**src/rtl/heat_grid_pkg.sv**
```systemverilog
// Shared definitions for the heat-grid timestep sequencer: default sizes and FSM state encoding.
package heat_grid_pkg;

  localparam int unsigned NColsDefault      = 8;
  localparam int unsigned IterWDefault      = 16;
  localparam int unsigned AckTimeoutDefault = 64;

  typedef enum logic [2:0] {
    StIdle    = 3'd0,
    StWaitAll = 3'd1,
    StStart   = 3'd2,
    StError   = 3'd3,
    StDone    = 3'd4
  } sync_state_e;

endpackage

```
**src/rtl/flag_reduce.sv**
```systemverilog
// Registered AND/NOR reduction of the per-column done flags; adds one cycle of latency.
module flag_reduce
  import heat_grid_pkg::*;
#(
  parameter int unsigned NCOLS = NColsDefault
) (
  input  logic             clk_i,
  input  logic             rst_ni,
  input  logic [NCOLS-1:0] col_flag_i,
  output logic             all_set_o,
  output logic             all_clr_o
);

  logic all_set_q;
  logic all_clr_q;

  always_ff @(posedge clk_i) begin
    if (!rst_ni) begin
      all_set_q <= 1'b0;
      all_clr_q <= 1'b0;
    end else begin
      all_set_q <= &col_flag_i;
      all_clr_q <= ~|col_flag_i;
    end
  end

  assign all_set_o = all_set_q;
  assign all_clr_o = all_clr_q;

endmodule

```
**src/rtl/heat_grid_sync_ctrl.sv**
```systemverilog
// Global timestep sequencer: waits for all column done flags, broadcasts start, counts steps.
// Optional SYNC_STEP_CYCLES_EN adds a step_cycles output reporting cycles per timestep.
module heat_grid_sync_ctrl
  import heat_grid_pkg::*;
#(
  parameter int unsigned NCOLS       = NColsDefault,
  parameter int unsigned ITER_W      = IterWDefault,
  parameter int unsigned ACK_TIMEOUT = AckTimeoutDefault
) (
  input  logic              clk,
  input  logic              reset,
  input  logic              run,
  input  logic [ITER_W-1:0] max_iter,
  input  logic [NCOLS-1:0]  col_flag,
`ifdef SYNC_STEP_CYCLES_EN
  output logic [31:0]       step_cycles,
`endif
  output logic              start,
  output logic [ITER_W-1:0] iter_count,
  output logic              step_tick,
  output logic              busy,
  output logic              done,
  output logic              ack_err
);

  localparam int unsigned TmoW = $clog2(ACK_TIMEOUT + 1);
  localparam logic [TmoW-1:0] TmoLimit = TmoW'(ACK_TIMEOUT);

  sync_state_e       state_q;
  logic              start_q, tick_q, busy_q, done_q, err_q;
  logic [ITER_W-1:0] iter_q, limit_q, iter_nxt;
  logic [TmoW-1:0]   tmo_q;
  logic              all_set, all_clr;

  flag_reduce #(
    .NCOLS(NCOLS)
  ) u_flag_reduce (
    .clk_i     (clk),
    .rst_ni    (reset),
    .col_flag_i(col_flag),
    .all_set_o (all_set),
    .all_clr_o (all_clr)
  );

  assign iter_nxt = iter_q + 1'b1;

  always_ff @(posedge clk) begin
    if (!reset) begin
      state_q <= StIdle;
      start_q <= 1'b0;
      tick_q  <= 1'b0;
      busy_q  <= 1'b0;
      done_q  <= 1'b0;
      err_q   <= 1'b0;
      iter_q  <= '0;
      limit_q <= '0;
      tmo_q   <= '0;
    end else begin
      tick_q <= 1'b0;
      unique case (state_q)
        StIdle: begin
          if (run) begin
            state_q <= StWaitAll;
            limit_q <= max_iter;
            iter_q  <= '0;
            busy_q  <= 1'b1;
          end
        end
        StWaitAll: begin
          if (all_set) begin
            tick_q <= 1'b1;
            iter_q <= iter_nxt;
            if (limit_q != '0 && iter_nxt == limit_q) begin
              state_q <= StDone;
              busy_q  <= 1'b0;
              done_q  <= 1'b1;
            end else if (!run) begin
              state_q <= StIdle;
              busy_q  <= 1'b0;
            end else begin
              state_q <= StStart;
              tmo_q   <= '0;
            end
          end
        end
        StStart: begin
          start_q <= 1'b1;
          tmo_q   <= tmo_q + 1'b1;
          // Only a clear seen while start is already up counts as the acknowledge.
          if (start_q && all_clr) begin
            start_q <= 1'b0;
            state_q <= StWaitAll;
          end else if (tmo_q == TmoLimit) begin
            start_q <= 1'b0;
            err_q   <= 1'b1;
            busy_q  <= 1'b0;
            state_q <= StError;
          end
        end
        StError: begin
          start_q <= 1'b0;
        end
        StDone: begin
          if (!run) begin
            state_q <= StIdle;
            done_q  <= 1'b0;
          end
        end
        default: state_q <= StIdle;
      endcase
    end
  end

`ifdef SYNC_STEP_CYCLES_EN
  logic [31:0] cyc_q, step_cycles_q;
  logic        tick_now;

  assign tick_now = (state_q == StWaitAll) && all_set;

  always_ff @(posedge clk) begin
    if (!reset) begin
      cyc_q         <= '0;
      step_cycles_q <= '0;
    end else if (state_q == StIdle && run) begin
      cyc_q <= 32'd1;
    end else if (tick_now) begin
      step_cycles_q <= cyc_q;
      cyc_q         <= 32'd1;
    end else if ((state_q == StWaitAll || state_q == StStart) && cyc_q != '1) begin
      cyc_q <= cyc_q + 32'd1;
    end
  end

  assign step_cycles = step_cycles_q;
`endif

  assign start      = start_q;
  assign iter_count = iter_q;
  assign step_tick  = tick_q;
  assign busy       = busy_q;
  assign done       = done_q;
  assign ack_err    = err_q;

endmodule

```
**config.mk**
```make
export PLATFORM = sky130hd
export DESIGN_NAME = heat_grid_sync_ctrl
export DESIGN_NICKNAME = d
export VERILOG_FILES = /design/src/rtl/heat_grid_pkg.sv /design/src/rtl/flag_reduce.sv /design/src/rtl/heat_grid_sync_ctrl.sv
export SDC_FILE = /design/constraint.sdc
export NUM_CORES = 1
export LEC_CHECK = 0
export ABC_AREA = 0
export CAP_MARGIN = 30
export CORE_ASPECT_RATIO = 1.2
export CORE_MARGIN = 5
export CORE_UTILIZATION = 54
export DETAILED_ROUTE_END_ITERATION = 10
export PLACE_DENSITY = 0.81
export SYNTH_ARGS = -nofsm -noshare
export SYNTH_HDL_FRONTEND = slang
export SYNTH_SLANG_ARGS = --single-unit
```
**constraint.sdc**
```tcl
create_clock -name clk -period 3.1 [get_ports clk]
set_input_delay 0.465 -clock clk [delete_from_list [all_inputs] [get_ports clk]]
set_output_delay 0.465 -clock clk [all_outputs]
set_load 0.03 [all_outputs]
```
# Yosys cells after proc, flatten, opt, wreduce, memory -nomap -nowiden
# Index checks and enable logic that the tools add are counted.
# classes
add_sub_neg,2
n_mul,0
div_mod_pow,0
magnitude_cmp,0
n_eq_ne,16
shift,0
mux,29
bitwise,2
reduce_logical,20
# ops
op,n
16-bit 2-to-1 mux,2
16-bit case mux with 2 select lines,1
7-bit 2-to-1 mux,3
3-bit 2-to-1 mux,6
16-bit by 1-bit adder with 16-bit output (second input constant),1
16-bit == test,1
16-bit nonzero test,1
3-bit case mux with 5 select lines,1
2-bit != test (second input constant),7
7-bit case mux with 2 select lines,1
1-bit 2-to-1 mux,11
4-bit AND reduction,2
8-bit AND reduction,1
2-bit nonzero test,4
8-bit OR reduction,1
7-bit by 1-bit adder with 7-bit output (second input constant),1
7-bit == test (second input constant),1
3-bit by 2-bit == test with 1-bit output (second input constant),2
3-bit != test (second input constant),2
3-bit AND reduction,2
6-bit AND reduction,1
5-bit AND reduction,1
1-bit case mux with 2 select lines,2
2-bit AND reduction,2
10 further kinds,12
# totals
register_bits,49
latch_bits,0
ram_bits,0
rom_bits,0
in_bits,27
output_inout_bits,21
wordCells,80
memories,0

# Logic depth before layout (Yosys ltp)
# depth
word_depth,6
mapped_depth,9
mapped_depth_nobuf,9

# By module
# From an unflattened synthesis, not the netlist that was laid out.
# hier_totals
hier_cells,341
area_unflattened_um2,2675.1
# modules_own_cells
module,n_inst,cells_per_inst,area_per_inst_um2,seq_area_each_um2
heat_grid_sync_ctrl,1,332,2593.7,940.9
flag_reduce,1,9,81.3,40.0

# Worst setup path before layout
# OpenSTA, ideal clock, no wires.
# synth_timing
path_type,register to register
startpoint,register iter_q[0] (netlist: iter_count[0])
endpoint,register state_q[1]
setup_ps,115
arrival_time_ps,2448
t_required_ps,2985
setup_slack_ps,538
stages_incl_launch_ff,9
n_path_buf,0
synth_period_minus_slack_ps,2562
cell_sequence,dfxtp_1 ha_1 nand3_2 xnor2_1 or3_2 a211oi_2 and4_1 nor4b_2 o21a_1
# synth_via
elab_chain_len,6
# synth_rtl
element,line,text
"start, declared",heat_grid_sync_ctrl.sv:31,"logic [ITER_W-1:0] iter_q, limit_q, iter_nxt;"
"start signal, assigned",heat_grid_sync_ctrl.sv:72,iter_q <= iter_nxt;
16-bit by 1-bit adder with 16-bit output,heat_grid_sync_ctrl.sv:45,assign iter_nxt = iter_q + 1'b1;
16-bit == test,heat_grid_sync_ctrl.sv:73,if (limit_q != '0 && iter_nxt == limit_q) begin
1-bit logical AND,heat_grid_sync_ctrl.sv:73,
3-bit 2-to-1 mux,heat_grid_sync_ctrl.sv:73,
3-bit 2-to-1 mux,heat_grid_sync_ctrl.sv:70,if (all_set) begin
3-bit case mux with 5 select lines,heat_grid_sync_ctrl.sv:60,unique case (state_q)
"end signal, assigned",heat_grid_sync_ctrl.sv:63,state_q <= StWaitAll;
"end signal, assigned",heat_grid_sync_ctrl.sv:74,state_q <= StDone;
"end signal, assigned",heat_grid_sync_ctrl.sv:78,state_q <= StIdle;
"end, declared",heat_grid_sync_ctrl.sv:29,sync_state_e state_q;
# No other way between the ends. The select of a mux whose other input is x is not followed.
# A chain may end at the register's enable or synchronous reset.

# Worst setup path after layout
# layout_timing
startpoint,register iter_q[1] (netlist: iter_count[1])
endpoint,register state_q[1]
# Same word-level chain as after synthesis.

==> flow_results.org <==
** Timing
- Static timing analysis puts the maximum clock frequency at 0.374 GHz.
- Setup repair after global routing left no endpoint under its margin.
- Sum of negative setup slack :: 0 ps
- Worst Max-Slew Pin Slew :: 602 ps
- Fraction of the cycle the final worst path needs :: 0.863
- Time the final worst path needs with I/O delays and setup :: 2680 ps
- Worst setup skew after layout :: 1.77 ps
- The number of pins with negative max-slew slack in the final report is 0.
- Setup violations remaining at the end of the flow were counted as 0.
- Tightest slew margin relative to the limit :: 0.598
- The number of endpoints with negative hold slack in the final report was 0.

** Layout
- From synthesis to final layout, the design area changed by 19.4%.
- Once layout is done, the placed cells without fillers occupy 3490 um^2.
- In the final layout, the share of cells above drive strength 1 is 0.0862.
- Post-layout nets :: 435
- Counting the fill cells in the layout gives 459.
- Antenna Cells :: 0

** Die
- Vertical die dimension :: 90.6 um
- From left edge to right edge, the die measures 77.2 um.
- Count of pins on the block boundary :: 48
- In this run the core area contains 29 standard-cell rows.
- Core area :: 5260 um^2
- Initial core utilization :: 0.556
- Full die area :: 6990 um^2

** Synthesis
- Cells taking the most area after synthesis :: dfxtp_1 34%, nand2_1 8.2%, xnor2_1 5.1%
- Yosys top cell area share :: 0.335
- The mapped netlist covers 2920 um^2.
- Yosys printed 0 warnings.
- The biggest area contributor in the post-synthesis netlist is dfxtp_1.
- Post-synth net total :: 399
- Synthesis produced 369 cells.
- After synthesis, the share of flip-flops with an asynchronous set or reset is 0.
- Unique masters post-synth :: 58
- Register bit count reported by yosys :: 49
- For this run, the leading register cell type out of synthesis is dfxtp_1.
- A synthesized cell averages 7.92 um^2.
- Sequential share of the synthesized area :: 0.335
- Post-synth EDFFs :: 0

** Clock tree
- Number of cells upsized or downsized after cts :: 0
- Post-CTS setup buffer count :: 0
- Clock tree synthesis selected as its root buffer the cell clkbuf_8.
- TritonCTS built the clock tree.
- TritonCTS created 5 clock buffers.
- Worst skew pair latency :: 300 ps
- CTS saw 49 sinks.
- Post-CTS Hold Buffers :: 0
- Clock-pin slew was measured on the worst setup and hold paths at 90 ps.
- CTS built an H-tree with a depth of 2.
- No sink is reached through more buffers than the 2 on the longest clock path.

** Pwr
- The share of total power dissipated in sequential elements is 0.531.
- Of the total power, combinational logic draws 0.148.
- Int Power :: 946 uW
- Of the total power, the share spent switching nets is 0.260.
- Of the total power, the clock network draws 0.321.
- Switching Power :: 331 uW
- Worst vdd rail ir drop :: 0.293 mV
- Power Dens Cells :: 366 nW/um^2
- The analysis attributes to cell leakage a power of 0.00126 uW.

** GRT
- Across every metal layer, demand over resource in global routing totals 0.205.
- Gr ovfl total :: 0
- Maximum number of pins on one net before global-route repair :: 26
- The number of global-route vias before repair was 2591.
- The initial antenna violation count came to 0.
- The first global-routing pass estimated 11900 um of wire.

** Drt
- TritonRoute pass-1 iters :: 4
- In this run, the number of DRC markers left after iteration 0 of detailed routing was 155.
- Sum of routed wire length over all layers :: 7100 um
- After detailed routing, the average wire length per cell comes to 15.2 um.
- Antenna Violating Nets Remaining :: 0
- Met3 wire length :: 339 um
- The detailed router placed 2725 vias in this run.
- Via/cell ratio :: 5.82
- After detailed routing, the wire length on met1 is 2980 um.
- Signal routing reaches up to met4.
- Met2 wire length :: 3530 um
- After detailed routing, the number of remaining DRC violations is 0.

** Placement
- The HPWL after detailed placement is 5250 um.
- At the end of routability-driven placement, the weighted congestion stood at 0.959.
- Cell Area, Placed :: 3390 um^2
- Buffers placed on the I/O ports in this run total 47.

** Setup path
- By startpoint and endpoint, the worst setup path is classified as flop to flop.
- Along the worst path, the maximum fanout reaches 13.
- Arrival time of the worst setup path :: 2880 ps
- STA classifies the critical path endpoint as a flop.
- CP required :: 3300 ps
- STA classifies the critical path startpoint as a flop.

** Job
- The tool flagged a number of max-cap violations equal to 0.

** Outcome
- Status :: finished clean

** Worst hold path
- The tightest min-delay check is of the flop to flop type.
## Yosys cell counts (2+ instances only)
cell,count
a211oi_2,2
a21boi_0,19
a21o_1,2
a21oi_1,18
a22o_1,4
a31oi_1,3
and2_1,5
and3_1,3
buf_1,2
buf_2,2
clkbuf_1,16
clkbuf_8,3
dfxtp_1,49
ha_1,3
inv_1,6
nand2_1,64
nand3_1,14
nand3_2,2
nand3b_1,4
nand4_1,9
nand4_4,2
nor2_1,22
nor2b_1,13
nor3_1,8
nor3b_1,2
nor4_1,11
nor4_2,3
o211a_1,3
o21ai_0,23
o221a_2,2
or3_2,2
xnor2_1,17
xor2_1,6
## path summary, 6_finish.rpt
| path | from | cells after the start | to | slack, ps |
|---|---|---|---|---|
| worst min register to register | limit_q[0] | 2 | limit_q[0] | 500 |
| worst max-delay path | iter_count[1] | 8 | state_q[1] | 420 |
| worst max register to register | iter_count[1] | 8 | state_q[1] | 420 |
| worst min-delay path | limit_q[0] | 2 | limit_q[0] | 500 |
## metrics by stage
| step | setup slack, ps | instances | total power, uW | hold WS [ps] | utilization |
|---|---|---|---|---|---|
| after floorplan | 538 | 369 | 806 | 468 | - |
| after global placement | 563 | 460 | 875 | 478 | 0.644 |
| after detailed placement | 458 | 460 | 880 | 480 | 0.644 |
| after CTS | 450 | 468 | 1290 | 506 | 0.663 |
| after global routing | 272 | 468 | 1340 | 539 | 0.663 |
| final | 424 | 468 | 1280 | 503 | 0.663 |
## power by group through the flow
stage | combinational, uW | clock (uW) | sequential, uW
floorplan | 124 | 0 | 682
global placement | 184 | 0 | 691
detailed placement | 188 | 0 | 692
CTS | 189 | 422 | 677
global route | 209 | 452 | 680
finish | 189 | 410 | 678
## area by class of cell
class / count / area, um^2 / share of cell area
timing repair buffer: 55 / 531 / 0.152
clock buffer: 7 / 96.3 / 0.0276
sequential: 49 / 981 / 0.281
tap: 62 / 77.6 / 0.0222
clock inverter: 1 / 5.00 / 0.00143
multi-input combinational: 288 / 1780 / 0.509
inverter: 6 / 22.5 / 0.00645
## worst max-delay path, stage by stage (launching register included)
cell	delay [ps]
dfxtp_1	430
ha_1	300
nand3_2	270
xnor2_1	220
or3_2	460
a211oi_2	270
and4_1	320
nor4b_2	80
o21a_1	210
## cell usage in the layout, fill, tap and decap left out, types with 2 or more instances in the layout
| cell type | n |
|---|---|
| or3_2 | 2 |
| and3_1 | 3 |
| nand3_2 | 2 |
| a21oi_1 | 18 |
| nor3_1 | 8 |
| o21ai_0 | 23 |
| nand2_1 | 64 |
| dfxtp_1 | 49 |
| a21boi_0 | 19 |
| nor2b_1 | 13 |
| clkbuf_8 | 7 |
| a22o_1 | 4 |
| xnor2_1 | 17 |
| o221a_2 | 2 |
| nor4_1 | 11 |
| a21o_1 | 2 |
| ha_1 | 3 |
| clkdlybuf4s50_1 | 47 |
| nand3_1 | 14 |
| nor3b_1 | 2 |
| o211a_1 | 3 |
| buf_4 | 8 |
| a211oi_2 | 2 |
| nor2_1 | 22 |
| nand3b_1 | 4 |
| xor2_1 | 6 |
| a31oi_1 | 3 |
| nand4_4 | 2 |
| nor4_2 | 3 |
| inv_1 | 6 |
| and2_1 | 5 |
| nand4_1 | 9 |
## layer usage
metal | vias up | global-route usage
met5 | - | 0
met4 | 0 | 0.100
met3 | 17 | 0.0339
met2 | 76 | 0.355
met1 | 1253 | 0.239
li1 | 1379 | -
## logic make-up after synthesis
group / Yosys count / synth area share
AOI/OAI and AO/OA: 87 / 0.202
xor gates and xnor gates: 23 / 0.0689
adders and majority gates: 3 / 0.0128
buffers and inverters: 32 / 0.0565
DFF: 49 / 0.335
muxes: 1 / 0.00342
and+or+nand+nor: 174 / 0.321
## sequential cells by signal (all words and copies together), names as in the netlist
| name | cells |
|---|---|
| state_q | 3 |
| ack_err | 1 |
| limit_q | 16 |
| step_tick | 1 |
| u_flag_reduce.all_clr_o | 1 |
| iter_count | 16 |
| done | 1 |
| tmo_q | 7 |
| busy | 1 |
| start | 1 |
| u_flag_reduce.all_set_o | 1 |
Power figures use the tool's default switching activity.
